===== config.mk =====
export PLATFORM = sky130hd
export DESIGN_NAME = div_iterative
export DESIGN_NICKNAME = d
export VERILOG_FILES = /design/src/rtl/div_iterative.sv
export SDC_FILE = /design/constraint.sdc
export NUM_CORES = 1
export LEC_CHECK = 0
export ABC_AREA = 0
export CORE_ASPECT_RATIO = 1.5
export CORE_UTILIZATION = 55
export DETAILED_ROUTE_END_ITERATION = 12
export GPL_ROUTABILITY_DRIVEN = 0
export PLACE_DENSITY = 0.74
export SYNTH_ARGS = -nofsm -noshare
export SYNTH_HDL_FRONTEND = slang
export SYNTH_SLANG_ARGS = --single-unit

===== constraint.sdc =====
create_clock -name clock -period 3.6 [get_ports clock]
set_clock_uncertainty 0.15 [all_clocks]
set_input_delay 0.72 -clock clock [delete_from_list [all_inputs] [get_ports clock]]
set_output_delay 0.72 -clock clock [all_outputs]
set_load 0.1 [all_outputs]

===== src/rtl/div_iterative.sv =====
// Multicycle signed restoring divider: one quotient bit per clock, WIDTH+2 edges start-to-ready.
// A new start in any state aborts the operation in flight; divide-by-zero and INT_MIN/-1 raise data_exception.
module div_iterative #(
  parameter int WIDTH = 32,
  parameter int CNT_W = 6
) (
  input  logic             clock,
  input  logic             reset,
  input  logic             ctrl_DIV,
  input  logic [WIDTH-1:0] data_operandA,
  input  logic [WIDTH-1:0] data_operandB,
  output logic [WIDTH-1:0] data_result,
  output logic [WIDTH-1:0] data_remainder,
  output logic             data_resultRDY,
  output logic             data_exception,
  output logic             data_busy
);

  typedef enum logic [1:0] {S_IDLE, S_RUN, S_FIX, S_DONE} state_t;

  state_t           r_state;
  state_t           w_next;
  logic [WIDTH-1:0] r_p;
  logic [WIDTH-1:0] r_q;
  logic [WIDTH-1:0] r_b;
  logic [CNT_W-1:0] r_cnt;
  logic             r_sign_q;
  logic             r_sign_r;
  logic             r_dz;
  logic             r_ov;
  logic [WIDTH-1:0] r_result;
  logic [WIDTH-1:0] r_remainder;
  logic             r_rdy;
  logic             r_exc;
  logic             r_busy;

  logic [WIDTH-1:0] w_a_abs;
  logic [WIDTH-1:0] w_b_abs;
  logic             w_b_zero;
  logic             w_ovf;
  logic [WIDTH:0]   w_t;
  logic [WIDTH-1:0] w_p_next;
  logic [WIDTH-1:0] w_q_next;
  logic             w_last;

  assign w_a_abs  = data_operandA[WIDTH-1] ? (~data_operandA + WIDTH'(1)) : data_operandA;
  assign w_b_abs  = data_operandB[WIDTH-1] ? (~data_operandB + WIDTH'(1)) : data_operandB;
  assign w_b_zero = (data_operandB == '0);
  assign w_ovf    = (data_operandA == {1'b1, {(WIDTH-1){1'b0}}}) && (data_operandB == '1);

  // P never exceeds |B|-1 <= 2^(WIDTH-1)-1, so the shifted {P,Q[msb]} fits the WIDTH+1 trial difference.
  assign w_t      = {r_p, r_q[WIDTH-1]} - {1'b0, r_b};
  assign w_p_next = w_t[WIDTH] ? {r_p[WIDTH-2:0], r_q[WIDTH-1]} : w_t[WIDTH-1:0];
  assign w_q_next = {r_q[WIDTH-2:0], ~w_t[WIDTH]};
  assign w_last   = (r_cnt == CNT_W'(WIDTH-1));

  always_ff @(posedge clock or negedge reset) begin
    if (!reset) r_state <= S_IDLE;
    else        r_state <= w_next;
  end

  always_comb begin
    w_next = r_state;
    if (ctrl_DIV) begin
      w_next = w_b_zero ? S_DONE : S_RUN;
    end else begin
      case (r_state)
        S_RUN:   if (w_last) w_next = S_FIX;
        S_FIX:   w_next = S_DONE;
        S_DONE:  w_next = S_IDLE;
        default: w_next = S_IDLE;
      endcase
    end
  end

  always_ff @(posedge clock or negedge reset) begin
    if (!reset) begin
      r_p         <= '0;
      r_q         <= '0;
      r_b         <= '0;
      r_cnt       <= '0;
      r_sign_q    <= 1'b0;
      r_sign_r    <= 1'b0;
      r_dz        <= 1'b0;
      r_ov        <= 1'b0;
      r_result    <= '0;
      r_remainder <= '0;
      r_rdy       <= 1'b0;
      r_exc       <= 1'b0;
      r_busy      <= 1'b0;
    end else begin
      // Busy and ready lag the state by one edge, so both cover the DONE->IDLE cycle.
      r_busy <= (r_state != S_IDLE);
      r_rdy  <= 1'b0;
      if (ctrl_DIV) begin
        r_p      <= '0;
        r_q      <= w_a_abs;
        r_b      <= w_b_abs;
        r_cnt    <= '0;
        r_sign_q <= data_operandA[WIDTH-1] ^ data_operandB[WIDTH-1];
        r_sign_r <= data_operandA[WIDTH-1];
        r_dz     <= w_b_zero;
        r_ov     <= w_ovf;
        r_exc    <= 1'b0;
        if (w_b_zero) begin
          r_result    <= '0;
          r_remainder <= data_operandA;
        end
      end else begin
        case (r_state)
          S_RUN: begin
            r_p   <= w_p_next;
            r_q   <= w_q_next;
            r_cnt <= r_cnt + CNT_W'(1);
          end
          S_FIX: begin
            r_result    <= r_sign_q ? (~r_q + WIDTH'(1)) : r_q;
            r_remainder <= r_sign_r ? (~r_p + WIDTH'(1)) : r_p;
          end
          S_DONE: begin
            r_rdy <= 1'b1;
            r_exc <= r_dz | r_ov;
          end
          default: ;
        endcase
      end
    end
  end

  assign data_result    = r_result;
  assign data_remainder = r_remainder;
  assign data_resultRDY = r_rdy;
  assign data_exception = r_exc;
  assign data_busy      = r_busy;

endmodule


* Word level (Yosys, flattened, before mapping)
Cells that the tools add are included.
** Cells by class
- $add $sub $neg :: 6
- Eq/ne operators :: 8
- Multiplexer cells :: 25
- Bitwise operators :: 7
- Reductions and logical operators :: 7
** Operators by type and width (number)
- two-way mux 32 bit :: 15
- adder 32 x 1 -> 32 bit, second input constant :: 4
- inverter 32 bit :: 4
- equality test 32 bit, second input constant :: 2
- subtractor 33 x 32 -> 33 bit :: 1
- zero test 32 bit :: 1
- two-way mux 6 bit :: 2
- nonzero test 2 bit :: 4
- adder 6 x 1 -> 6 bit, second input constant :: 1
- equality test 6 x 5 -> 1 bit, second input constant :: 1
- two-way mux 2 bit :: 3
- equality test 2 bit, second input constant :: 2
- two-way mux 1 bit :: 4
- one-hot mux 2 bit (2 select lines) :: 1
- inequality test 3 bit, second input constant :: 1
- equality test 2 x 1 -> 1 bit, second input constant :: 1
- inequality test 2 x 1 -> 1 bit, second input constant :: 1
- AND reduction 2 bit :: 1
- logical AND 1 bit :: 1
- inverter 1 bit :: 1
- bitwise OR 1 bit :: 1
- XOR 1 bit :: 1
** Word-level totals
- Bits in registers :: 175
- Input port bits :: 67
- Output and inout bits :: 67
- Logic and storage cells :: 67

* Depth between registers and ports, before layout
Gate-level depths: netlist (run 1).
- Depth after elaboration :: 5
- Gate-level depth with buffers :: 13
- Depth with buffers taken out :: 11

* Worst setup path before layout (run 1)
No wires, ideal clock.
- Kind :: input to register
- Start point :: input data_operandB[0]
- End point :: register r_result[25] (netlist: data_result[25])
- Setup time :: 0.135 ns
- Arrival time :: 2.951 ns
- Data required time :: 3.315 ns
- Setup slack :: 0.364 ns
- Stages on the path :: 10
- Path buffers :: 2
- Cell sequence :: inv_1 > ha_1 > nor3b_1 > nand4_1 > or3_1 > or3_4 > nor4b_4 > buf_2 > buf_2 > o22ai_1
** On the way
- Cells in the longest elaborated chain, start to end :: 3
** Ends and longest elaborated chain
- start: declaration :: RTL line 11 : input logic [WIDTH-1:0] data_operandB,
- zero test 32 bit :: RTL line 48 : assign w_b_zero = (data_operandB == '0);
- inequality test 2 x 1 -> 1 bit (no line)
- AND reduction 2 bit (no line)
- end signal: assignment :: RTL line 117 : r_result <= r_sign_q ? (~r_q + WIDTH'(1)) : r_q;
- end: declaration :: RTL line 31 : logic [WIDTH-1:0] r_result;
Every way passes these cells.
A chain may end at the register's enable or synchronous reset.

* Worst setup path in the final report (run 1)
- Start point :: register r_q[31]
- End point :: register r_p[17]
** On the way
- Cells in the longest elaborated chain, start to end :: 4
** Ends and longest elaborated chain
- start: declaration :: RTL line 24 : logic [WIDTH-1:0] r_q;
- start signal: assignment :: RTL line 97 : r_q <= w_a_abs;
- start signal: assignment :: RTL line 113 : r_q <= w_q_next;
- subtractor 33 x 32 -> 33 bit :: RTL line 52 : assign w_t = {r_p, r_q[WIDTH-1]} - {1'b0, r_b};
- two-way mux 32 bit :: RTL line 53 : assign w_p_next = w_t[WIDTH] ? {r_p[WIDTH-2:0], r_q[WIDTH-1]} : w_t[WIDTH-1:0];
- two-way mux 32 bit :: RTL line 110 : case (r_state)
- two-way mux 32 bit :: RTL line 95 : if (ctrl_DIV) begin
- end signal: assignment :: RTL line 112 : r_p <= w_p_next;
- end: declaration :: RTL line 23 : logic [WIDTH-1:0] r_p;
Every way passes these cells. The select of a mux whose other input is x is not followed.

==> results.md, run 1 <==
- The number of antenna violations at the first check in global routing is 0.
- Global routing finished with a remaining overflow of 0.
- The count of yosys warnings during synthesis is 0.
- Row generation in the floorplan step produced 66 rows.
- Wires add up to between 30000 and 40000 microns.
- Timing would allow up to between 200 and 300 MHz.
- For this run, design rule violations remaining after detail routing come to 0.
- Setup repair after global routing left no endpoint under its margin.
- The tree is rooted in a sky130_fd_sc_hd__clkbuf_16.
- The maximum root-to-sink buffer count is 2.
- Of all flip-flops after synthesis, the portion carrying an async set or reset was between 90% and 100%.
- In this run the cell area of the synthesized design comes to 12140 sq um.
- In this run the count of I/O pins placed on the die edge is ~130.
- In the global route stage, overall resource usage came out at a little under a third.
- Clock tree synthesis found a total of about 180 sinks.
- The launch instance of the worst register-to-register path is r_q[31].
- The first-pass GRT wire length is about 54000 microns.
- The share of the Yosys chip area taken by registers is between 30% and 40%.
- The maximum vdd drop is slightly above 0.4 mV.
- The proportion of layout cells with a drive suffix above 1 is 15.00%.
- For this configuration, the core starts out at a cell density of 56.10%.
- Counting distinct cell types in the post-synthesis netlist gives 75.
- The kind of end point of the critical path is a flop.
- The number of nets in the final layout is 1761.
- The classification of the worst-slack hold path is in -> async.
- The post-detailed-placement half-perimeter wirelength is between 20000 and 30000 microns.
- After layout, the worst path uses a little over nine tenths of the clock period.
- The clock tree from TritonCTS is yes.
- The flip-flop and latch count after synthesis is ~180.
- Power spread over the standard cell area amounts to slightly below 900 nW/um^2.
- Counting stages on the worst path, the most repeated cell is sky130_fd_sc_hd__buf_4.
- By startpoint and endpoint, the worst setup path is classified as reg -> reg.
- The final max-slew violation count is 0.
- The data arrival at the endpoint of the critical path is about 3700 ps.
- The number of flops mapped to enable cells by yosys is 0.
- In the final routed layout, each cell accounts on average for between 15 and 20 microns.
- The total nets after synthesis is ~1600.
- The largest single stage delay on the critical path is between 300 and 400 ps.
- On the critical path the largest part of the delay comes from buffers and inverters.
- The run finished with clean final reports.
- The register-to-register setup slack is approximately 120 ps.
- The maximum number of pins on one net before global-route repair is a little over 80.
- The number of endpoints failing setup at the final stage is 0.
- The worst-case headroom to the max-slew limit is around 34%.
- The routed layout has approximately 12000 vias.
- The number of port buffers is around 130.
- The number of nets with antenna violations after detailed routing is 0.
- Relative to the synthesized area, the layout overhead comes to 24.87%.
- STA classifies the critical path startpoint as a flop.
- Counting the fill cells in the layout gives between 1500 and 2000.
- The top cell types in the final layout, fill and taps aside, are sky130_fd_sc_hd__nand2_1, sky130_fd_sc_hd__dfrtp_1, sky130_fd_sc_hd__buf_4.
- The total negative slack for setup checks is 0 ps.
- The slowest stage of the critical path is the sky130_fd_sc_hd__fa_2 cell.
- CTS built an H-tree with a depth of 4.
- Max-cap violations in this run came to 0.
- Of all nets on the critical path, the largest fanout is 13.
- The buffers plus inverters on the worst setup path is 5.
- The clock-pin slew reported for the worst setup and hold paths after clock tree synthesis is 60 ps.
- The endpoint of the lowest-slack register-to-register path is r_p[17].
- The leakage power figure is 6.783 nW.
- The signal on the critical path passes through inv_1, ha_1, fa_2, nor2b_2, o2111ai_1, a311oi_1, buf_4, nor4_2, nor2_4, buf_4, xor2_4, buf_4, clkbuf_16, nand2_1, a311oi_1.
- After the first detailed-routing iteration, the DRC count stood at 856.
- The number of buffers added by the clock tree synthesis step is 17.
- The width of the chip is between 100 and 150 microns.
- Across all hold checks on the routed design, the worst slack comes to just over 100 ps.
- The final count of hold timing violations was 0.
- The first TritonRoute pass finished after 6 iterations.
- The depth of the most critical reg-to-reg path is 15.
- The average cell area after synthesis is 8.382 sq um.
- The area of the core is ~22000 sq um.
- For this run, the leading register cell type out of synthesis is sky130_fd_sc_hd__dfrtp_1.
- The multi-input combinational cells in the finished layout cover a total of 7307 sq um.
- The sequential cells in the finished layout cover a total of between 4000 and 5000 sq um.
- The worst path required time is roughly 3800 ps.
- The final period demand of the worst path is ~3500 ps.
- At the pin with the least slew margin, the transition time is just under 1000 ps.
- The later-pin clock latency in the skew report is approximately 440 ps.
- Leaving out fill and tap cells, the most frequent cell in the layout is sky130_fd_sc_hd__nand2_1.
- The die extent in y is 183.9 microns.
- The die area is between 20000 and 25000 sq um.
- The number of global-route vias before repair is 11150.
- The repair_antennas step left the layout with diodes totalling 0.
- After clock tree synthesis, the flow added hold-fix buffers numbering 0.
- The number of standard cells after synthesis is around 1400.
- The average vias per placed instance is about 6.0.
## what timing repair did
| action | in CTS | in global routing |
|---|---|---|
| setup buffers | 0 | 2 |
| pin swaps | 1 | 3 |
| gates cloned | 0 | 1 |
| resized for setup | 2 | 5 |
| endpoints found under the setup margin | 14 | 18 |
## where the power goes
part	internal (mW)	switching [mW]
registers	2.61	0.583
clock network	1.01	0.750
logic	2.71	5.54
## sequential cells by signal, indices dropped and copies added (netlist names), 2 cells and up
name and flops:
data_result 32, r_b 32, r_cnt 6, r_p 32, r_state 2, r_q 32, data_remainder 32
## per-layer routing
layer  track usage, %  wire [microns]  vias to the layer above
li1                 -               -                     5628
met1            33.38           12750                     5449
met2            56.85           18200                      334
met3            4.218            1083                      108
met4            16.05            1701                        0
met5                0               0                        -
## kinds of logic after synthesis
| logic type | Yosys count | share of synthesized area [%] |
|---|---|---|
| and+or+nand+nor | 492 | 19.19 |
| AOI/OAI and AO/OA | 416 | 22.14 |
| DFF | 175 | 36.08 |
| xor gates and xnor gates | 146 | 10.54 |
| buffers and inverters | 138 | 4.371 |
| adders and majority gates | 43 | 4.495 |
| muxes | 38 | 3.186 |
## worst max-delay path by stage
stage,start,end,slack [ps],cells after the start
2_1_floorplan,data_operandB[0],data_result[25],360,10
3_3_place_gp,data_operandB[0],data_result[29],-130,13
3_5_place_dp,data_operandB[0],data_remainder[18],-260,13
4_1_cts,r_q[31],r_p[26],30,14
5_1_grt,r_q[31],r_p[3],50,13
6_report,r_q[31],r_p[17],120,15
## layout make-up
class / count / area share [%]
clock buffer: 22 / 3.195
clock inverter: 6 / 0.4046
timing repair buffer: 270 / 15.75
tap: 272 / 2.246
sequential: 175 / 28.90
multi-input combinational: 1135 / 48.22
inverter: 52 / 1.288
## cells in the mapped netlist, types with 4 or more instances
master | count | area [sq um]
sky130_fd_sc_hd__a211oi_1 | 12 | 90.09
sky130_fd_sc_hd__a21o_1 | 15 | 112.6
sky130_fd_sc_hd__a21oi_1 | 100 | 500.5
sky130_fd_sc_hd__a311oi_1 | 27 | 236.5
sky130_fd_sc_hd__a31oi_1 | 10 | 62.56
sky130_fd_sc_hd__and2_1 | 9 | 56.30
sky130_fd_sc_hd__and3_1 | 7 | 43.79
sky130_fd_sc_hd__buf_1 | 6 | 22.52
sky130_fd_sc_hd__buf_2 | 10 | 50.05
sky130_fd_sc_hd__clkbuf_1 | 70 | 262.8
sky130_fd_sc_hd__dfrtp_1 | 175 | 4379
sky130_fd_sc_hd__ha_1 | 42 | 525.5
sky130_fd_sc_hd__inv_1 | 50 | 187.7
sky130_fd_sc_hd__mux2_2 | 5 | 56.30
sky130_fd_sc_hd__mux2i_1 | 33 | 330.3
sky130_fd_sc_hd__nand2_1 | 198 | 743.2
sky130_fd_sc_hd__nand2b_1 | 8 | 50.05
sky130_fd_sc_hd__nand3_1 | 16 | 80.08
sky130_fd_sc_hd__nand3b_1 | 4 | 30.03
sky130_fd_sc_hd__nand4_1 | 26 | 162.7
sky130_fd_sc_hd__nor2_1 | 123 | 461.7
sky130_fd_sc_hd__nor2b_1 | 20 | 125.1
sky130_fd_sc_hd__nor3_1 | 14 | 70.07
sky130_fd_sc_hd__nor3b_1 | 5 | 37.54
sky130_fd_sc_hd__nor4_1 | 13 | 81.33
sky130_fd_sc_hd__o2111ai_1 | 4 | 35.03
sky130_fd_sc_hd__o211ai_1 | 5 | 37.54
sky130_fd_sc_hd__o21a_1 | 7 | 52.55
sky130_fd_sc_hd__o21ai_0 | 105 | 525.5
sky130_fd_sc_hd__o21ai_1 | 9 | 45.04
sky130_fd_sc_hd__o22ai_1 | 31 | 193.9
sky130_fd_sc_hd__o31ai_1 | 39 | 292.8
sky130_fd_sc_hd__o41ai_1 | 15 | 131.4
sky130_fd_sc_hd__or3_1 | 17 | 106.4
sky130_fd_sc_hd__or4_1 | 14 | 105.1
sky130_fd_sc_hd__xnor2_1 | 50 | 437.9
sky130_fd_sc_hd__xor2_1 | 96 | 840.8
## per-stage QoR
step	utilization (%)	setup slack, ps	total power [mW]	area (sq um)	instances
2_1_floorplan	-	363.9	8.950	12140	1448
3_3_place_gp	67.13	-128.0	11.13	14520	1901
3_5_place_dp	67.13	-258.2	11.28	14520	1901
4_1_cts	69.73	29.10	13.08	15090	1929
5_1_grt	70.04	47.36	13.97	15150	1932
6_report	70.04	116.3	13.21	15150	1932
Note: power is estimated with default switching activity, not from simulation.
==> inputs of run 2 (changes only) <==
- MAX_ROUTING_LAYER: default -> met4
==> run 2 against run 1 <==
Sequential share of layout area shrank 0.088 points. Global-route usage rose by 0.91 points. Non-clock buffer count increased by 1. Cell area is 0.31% higher. Largest power group unchanged.
==> results.md, run 2 (synthesized netlist as in run 1, its figures left out) <==
- The number of nets in the final layout is 1762 (was 1761).
- The final max-slew violation count came to 0 (unchanged).
- The TritonCTS sink count is 175 (unchanged).
- Result of the run: complete, no violations (unchanged).
- The largest fanout on the critical path is 13 (unchanged).
- The die area was 22680 sq um (unchanged).
- The number of levels in the clock H-tree is 4 (unchanged).
- The residual overflow from global routing is 0 (unchanged).
- The clock tree from TritonCTS is yes (unchanged).
- The multi-input gate area in the final layout is 7316 sq um (was 7307 sq um).
- The part of the cycle the worst path needs is 98.33% (was 96.77%).
- The maximum vdd drop is 0.4140 mV (was 0.4124 mV).
- The final period demand of the worst path is 3540 ps (was 3484 ps).
- The total power is 13.32 mW (was 13.21 mW).
- The worst-case headroom to the max-slew limit is 33.97% (was 34.38%).
- The launch instance of the worst register-to-register path is r_q[31] (unchanged).
- The number of global-route vias before repair is 11162 (was 11150).
- The origin of the worst setup path was r_q[31] (unchanged).
- The register-to-register setup slack is 60 ps (was 120 ps).
- The count of maximum capacitance violations is 0 (unchanged).
- The most numerous cell on the critical path was sky130_fd_sc_hd__buf_4 (unchanged).
- The depth of the most critical reg-to-reg path was 15 (unchanged).
- The number of antenna violations at the first check in global routing was 0 (unchanged).
- The number of endpoints failing setup at the final stage was 0 (unchanged).
- The post-detailed-placement half-perimeter wirelength was 25960 microns (unchanged).
- The startpoint kind of the worst setup timing path is a flop (unchanged).
- The root buffer cell is sky130_fd_sc_hd__clkbuf_16 (unchanged).
- The maximum root-to-sink buffer count came to 2 (unchanged).
- The kind of end point of the critical path is a flop (unchanged).
- The via count was 11615 (was 11519).
- The data arrival at the endpoint of the critical path is 3710 ps (was 3660 ps).
- The classification of the worst-slack hold path is in -> async (unchanged).
- The filler cell count is 1790 (was 1798).
- The die extent in y was 183.9 microns (unchanged).
- The number of nets with antenna violations after detailed routing is 0 (unchanged).
- The most frequent standard cell in the layout excluding fill and tap cells is sky130_fd_sc_hd__nand2_1 (unchanged).
- The per-cell routed wire length is 17.73 microns (was 17.46 microns).
- The initial cell density of the core is 56.10% (unchanged).
- The upper clock frequency limit is 282.5 MHz (was 287.1 MHz).
- The worst-path cell with the longest stage delay is sky130_fd_sc_hd__nor4_2 (was sky130_fd_sc_hd__fa_2).
- The worst path required time is 3770 ps (was 3780 ps).
- The final count of hold timing violations is 0 (unchanged).
- The leakage power figure is 6.795 nW (was 6.783 nW).
- The proportion of layout cells with a drive suffix above 1 is 15.17% (was 15.00%).
- The clock-pin slew reported for the worst setup and hold paths after clock tree synthesis was 60 ps (about the same).
- The slew at the pin with the worst max-slew slack is 990.5 ps (was 981.2 ps).
- The final core utilization is 70.26% (was 70.04%).
- The endpoint of the lowest-slack register-to-register path is r_p[15] (was r_p[17]).
- Commonest non-fill, non-tap cells in the layout: sky130_fd_sc_hd__nand2_1, sky130_fd_sc_hd__dfrtp_1, sky130_fd_sc_hd__buf_4 (unchanged).
- The number of DRC violations after detailed routing was 0 (unchanged).
- The maximum number of pins on one net before global-route repair is 82 (unchanged).
- Setup repair after global routing missed its margin: no (unchanged).
- The power density relative to cell area is 876.4 nW/um^2 (was 871.4 nW/um^2).
- The later-pin clock latency in the skew report is 430 ps (was 440 ps).
- The detailed-route wire length is 34270 microns (was 33740 microns).
- The DRC violation total after the first TritonRoute iteration came to 822 (was 856).
- The first-pass GRT wire length is 54510 microns (was 54430 microns).
- The width of the chip is 123.3 microns (unchanged).
- The aggregate global-route resource usage came to 31.71% (was 30.79%).
- The area of the core came to 21640 sq um (unchanged).
- The path type of the worst setup path was reg -> reg (unchanged).
- The number of detailed-route iterations in the first pass was 6 (unchanged).
- The average vias per placed instance is 6.009 (was 5.962).
- The number of port buffers is 133 (unchanged).
- The number of buffers added by the clock tree synthesis step is 17 (unchanged).
- The final antenna diode count was 0 (unchanged).
- The number of cell rows came to 66 (unchanged).
- The maximum single-stage delay on the critical path is 440 ps (was 380 ps).
- CP Cell Sequence: inv_1, ha_1, fa_2, nor2b_2, o2111ai_2, a311oi_2, buf_4, nor4_2, nor2_4, buf_4, xor2_4, buf_12, clkbuf_16, nand2_1, a311oi_1 (was inv_1, ha_1, fa_2, nor2b_2, o2111ai_1, a311oi_1, buf_4, nor4_2, nor2_4, buf_4, xor2_4, buf_4, clkbuf_16, nand2_1, a311oi_1).
- The sequential standard cell area came to 4379 sq um (unchanged).
- The layout-stage area growth over the synthesis result came to 25.25% (was 24.87%).
- The number of top-level pins was 134 (unchanged).
## run 2: layer usage
metal	track usage [%]	wire, microns
met4	16.10	1738
met1	33.34	12790
met2	57.07	18420
met5	-	0
met3	4.001	1327
## run 2: cell type report
cell class	instances	area share, %
tap	272	2.239
sequential	175	28.81
clock buffer	22	3.185
clock inverter	6	0.4033
multi-input combinational	1135	48.13
timing repair buffer	271	15.95
inverter	52	1.284
## run 2: critical path, delay by kind of cell, from the launching register on
| family | cells | cell delay, ps |
|---|---|---|
| buffers and inverters | 5 | 780 |
| DFF | 1 | 380 |
| adders and majority gates | 2 | 450 |
| AOI/OAI and AO/OA | 3 | 670 |
| and+or+nand+nor | 4 | 680 |
| xor gates and xnor gates | 1 | 300 |
## run 2: worst max-delay path by stage
stage	end	slack [ps]	cells after the start
after floorplan	data_result[25]	360	10
after global placement	data_result[29]	-130	13
after CTS	r_p[26]	30	14
after detailed placement	data_remainder[18]	-260	13
after global routing	r_p[26]	10	14
final	r_p[15]	60	15
## run 2: power breakdown
group          internal, mW  leakage, nW  switching [mW]
logic                  2.77         4.35            5.59
clock network          1.01        0.270           0.749
registers              2.61         2.18           0.590
total                  6.39         6.79            6.93
## run 2: stage by stage
stage / worst slack (ps) / setup TNS, ps / std cells / area, sq um / hold WS [ps]
6_report: 60.15 / 0 / 1933 / 15200 / 110.2
3_3_place_gp: -128.0 / -5743 / 1901 / 14520 / 313.6
2_1_floorplan: 363.9 / 0 / 1448 / 12140 / 274.4
3_5_place_dp: -258.2 / -13590 / 1901 / 14520 / 324.7
5_1_grt: 10.25 / 0 / 1933 / 15200 / 141.5
4_1_cts: 29.10 / 0 / 1929 / 15090 / 128.2
## run 2: timing repair
| item | CTS | global route |
|---|---|---|
| pin swaps | 1 | 4 |
| hold buffers | 0 | 0 |
| gates resized for setup | 2 | 7 |
| buffers inserted | 0 | 2 |
| setup endpoints to repair | 14 | 18 |
| gates cloned | 0 | 2 |
==> inputs of run 3 (changes only) <==
- clock period: 3.6 -> 3.8 ns (I/O delays scaled with it)
==> run 3 against run 2 <==
Sequential share of layout area is 0.58 points higher. Via count is 1.9% lower. Worst setup slack better by 200 ps. Die area stayed put. Critical path type unchanged. Largest power group unchanged.
==> results.md, run 3 (synthesized netlist as in run 1, its figures left out) <==
- The count of maximum capacitance violations is 0 (unchanged).
- The worst slack on hold paths is 162.9 ps (was 110.2 ps).
- The classification of the worst-slack hold path is in -> async (unchanged).
- The most frequent standard cell in the layout excluding fill and tap cells is sky130_fd_sc_hd__nand2_1 (unchanged).
- The maximum single-stage delay on the critical path is 710 ps (was 440 ps).
- The root buffer cell is sky130_fd_sc_hd__clkbuf_16 (unchanged).
- The startpoint kind of the worst setup timing path was a flop (unchanged).
- The layout-stage area growth over the synthesis result came to 22.76% (was 25.25%).
- The clock tree from TritonCTS is yes (unchanged).
- The number of buffers inserted by post-CTS setup repair is 0 (unchanged).
- The filler cell count is 1825 (was 1790).
- The via count came to 11390 (was 11615).
- The detailed-route wire length was 33380 microns (was 34270 microns).
- The number of nets in the final layout is 1714 (was 1762).
- The maximum number of pins on one net before global-route repair was 83 (was 82).
- The width of the chip is 123.3 microns (unchanged).
- The number of endpoints failing setup at the final stage came to 0 (unchanged).
- The average vias per placed instance is 6.036 (was 6.009).
- The later-pin clock latency in the skew report is 440 ps (was 430 ps).
- The power density relative to cell area is 837.8 nW/um^2 (was 876.4 nW/um^2).
- The depth of the most critical reg-to-reg path is 12 (was 15).
- The kind of end point of the critical path is a flop (unchanged).
- The per-cell routed wire length was 17.69 microns (was 17.73 microns).
- The placement-stage worst setup slack came to -97.27 ps (was -258.2 ps).
- CP Cell Sequence: inv_1, ha_1, fa_1, nor2b_1, o2111ai_1, buf_4, a211oi_1, or2_2, a31oi_1, a211o_1, o2111ai_1, a311oi_1 (was inv_1, ha_1, fa_2, nor2b_2, o2111ai_2, a311oi_2, buf_4, nor4_2, nor2_4, buf_4, xor2_4, buf_12, clkbuf_16, nand2_1, a311oi_1).
- The slew at the pin with the worst max-slew slack is 1022 ps (was 990.5 ps).
- The residual overflow from global routing is 0 (unchanged).
- The number of buffers added by the clock tree synthesis step came to 17 (unchanged).
- The leakage power figure came to 6.491 nW (was 6.795 nW).
- The upper clock frequency limit is 282.9 MHz (was 282.5 MHz).
- The maximum root-to-sink buffer count is 2 (unchanged).
- The final period demand of the worst path came to 3535 ps (was 3540 ps).
- The number of nets with antenna violations after detailed routing is 0 (unchanged).
- The worst path required time came to 3990 ps (was 3770 ps).
- The die area is 22680 sq um (unchanged).
- The die extent in y is 183.9 microns (unchanged).
- The proportion of layout cells with a drive suffix above 1 was 9.474% (was 15.17%).
- The final worst setup slack is 265.0 ps (was 60.15 ps).
- The final antenna diode count was 0 (unchanged).
- The area of the core is 21640 sq um (unchanged).
- The maximum vdd drop is 0.4133 mV (was 0.4140 mV).
- Commonest non-fill, non-tap cells in the layout: sky130_fd_sc_hd__nand2_1, sky130_fd_sc_hd__dfrtp_1, sky130_fd_sc_hd__clkdlybuf4s50_1 (was sky130_fd_sc_hd__nand2_1, sky130_fd_sc_hd__dfrtp_1, sky130_fd_sc_hd__buf_4).
- The launch instance of the worst register-to-register path is r_q[31] (unchanged).
- The data arrival at the endpoint of the critical path is 3720 ps (was 3710 ps).
- Result of the run: complete, no violations (unchanged).
- The part of the cycle the worst path needs came to 93.03% (was 98.33%).
- The path type of the worst setup path is reg -> reg (unchanged).
- The register-to-register setup slack was 270 ps (was 60 ps).
- The number of top-level pins is 134 (unchanged).
- The final cell count without fillers came to 1887 (was 1933).
- The most numerous cell on the critical path is sky130_fd_sc_hd__o2111ai_1 (was sky130_fd_sc_hd__buf_4).
- The TritonCTS sink count is 175 (unchanged).
- The number of DRC violations after detailed routing is 0 (unchanged).
- The clock-pin slew reported for the worst setup and hold paths after clock tree synthesis is 70 ps (was 60 ps).
- The cell total after placement is 1857 (was 1901).
- The initial cell density of the core came to 56.10% (unchanged).
- The hold buffer count at cts is 0 (unchanged).
- The total of cells resized after clock tree synthesis came to 0 (was 2).
- The number of global-route vias before repair came to 11081 (was 11162).
- The number of cell rows came to 66 (unchanged).
- The worst-path cell with the longest stage delay is sky130_fd_sc_hd__a31oi_1 (was sky130_fd_sc_hd__nor4_2).
- The final max-slew violation count was 0 (unchanged).
- The first-pass GRT wire length is 54390 microns (was 54510 microns).
- The final core utilization is 68.86% (was 70.26%).
- Setup repair after global routing missed its margin: no (unchanged).
- The post-detailed-placement half-perimeter wirelength is 25800 microns (was 25960 microns).
- The number of levels in the clock H-tree is 4 (unchanged).
- The total negative slack for setup checks is 0 ps (unchanged).
- The endpoint of the lowest-slack register-to-register path is r_p[26] (was r_p[15]).
- The final count of hold timing violations is 0 (unchanged).
- The largest fanout on the critical path is 6 (was 13).
- The number of antenna violations at the first check in global routing came to 0 (unchanged).
- The number of detailed-route iterations in the first pass is 5 (was 6).
- The aggregate global-route resource usage is 31.76% (was 31.71%).
- The worst-case headroom to the max-slew limit was 31.65% (was 33.97%).
- The number of port buffers is 133 (unchanged).
- The origin of the worst setup path was r_q[31] (unchanged).
- The DRC violation total after the first TritonRoute iteration is 778 (was 822).
[run 3: changes by cell type in the layout (fill, tap and decap cells not counted), sizes merged]
cell	previous run	this run
bufinv	1	4
clkbuf	24	20
clkdlybuf4s50	84	131
buf	185	92
clkinvlp	1	2
[run 3: through the flow]
step / total power, mW / cell area (sq um)
final: 12.48 / 14900
after global routing: 13.19 / 14900
after CTS: 12.45 / 14890
after detailed placement: 10.57 / 14270
after global placement: 10.42 / 14270
after floorplan: 8.479 / 12140
[run 3: layer usage]
layer  track usage, %  vias to the layer above  part of all wire [%]
met1            32.77                     5365                    37
met5                -                        -                     0
li1                 -                     5518                     -
met2            56.89                      387                    54
met3            4.435                      120                   3.8
met4            17.59                        0                   5.4
[run 3: critical path: cells and delay by family (launching register included)]
| kind | cells | cell delay (ps) |
|---|---|---|
| compound gates | 6 | 1720 |
| fa+ha+maj | 2 | 440 |
| simple gates | 2 | 420 |
| flops | 1 | 380 |
| buf+inv | 2 | 320 |
[run 3: area by class of cell]
| cell class | count | area, sq um | share of cell area (%) |
|---|---|---|---|
| Multi-Input combinational cell | 1135 | 7268 | 48.78 |
| Sequential cell | 175 | 4379 | 29.39 |
| Timing Repair Buffer | 223 | 2097 | 14.07 |
| Clock buffer | 20 | 456.7 | 3.065 |
| Tap cell | 272 | 340.3 | 2.284 |
| Inverter | 52 | 195.2 | 1.310 |
| Clock inverter | 10 | 162.7 | 1.092 |
[run 3: power breakdown]
group          internal, mW  total, mW  switching [mW]
clock network          1.13       1.87           0.744
registers              2.48       3.11           0.632
logic                  2.42       7.50            5.09
[run 3: worst max-delay path by stage]
stage / end / slack, ps / depth (start not counted)
6_report: r_p[26] / 270 / 12
5_1_grt: data_remainder[0] / 100 / 12
4_1_cts: r_p[8] / 240 / 13
3_5_place_dp: data_remainder[0] / -100 / 12
3_3_place_gp: data_result[29] / 20 / 13
2_1_floorplan: data_result[25] / 520 / 10
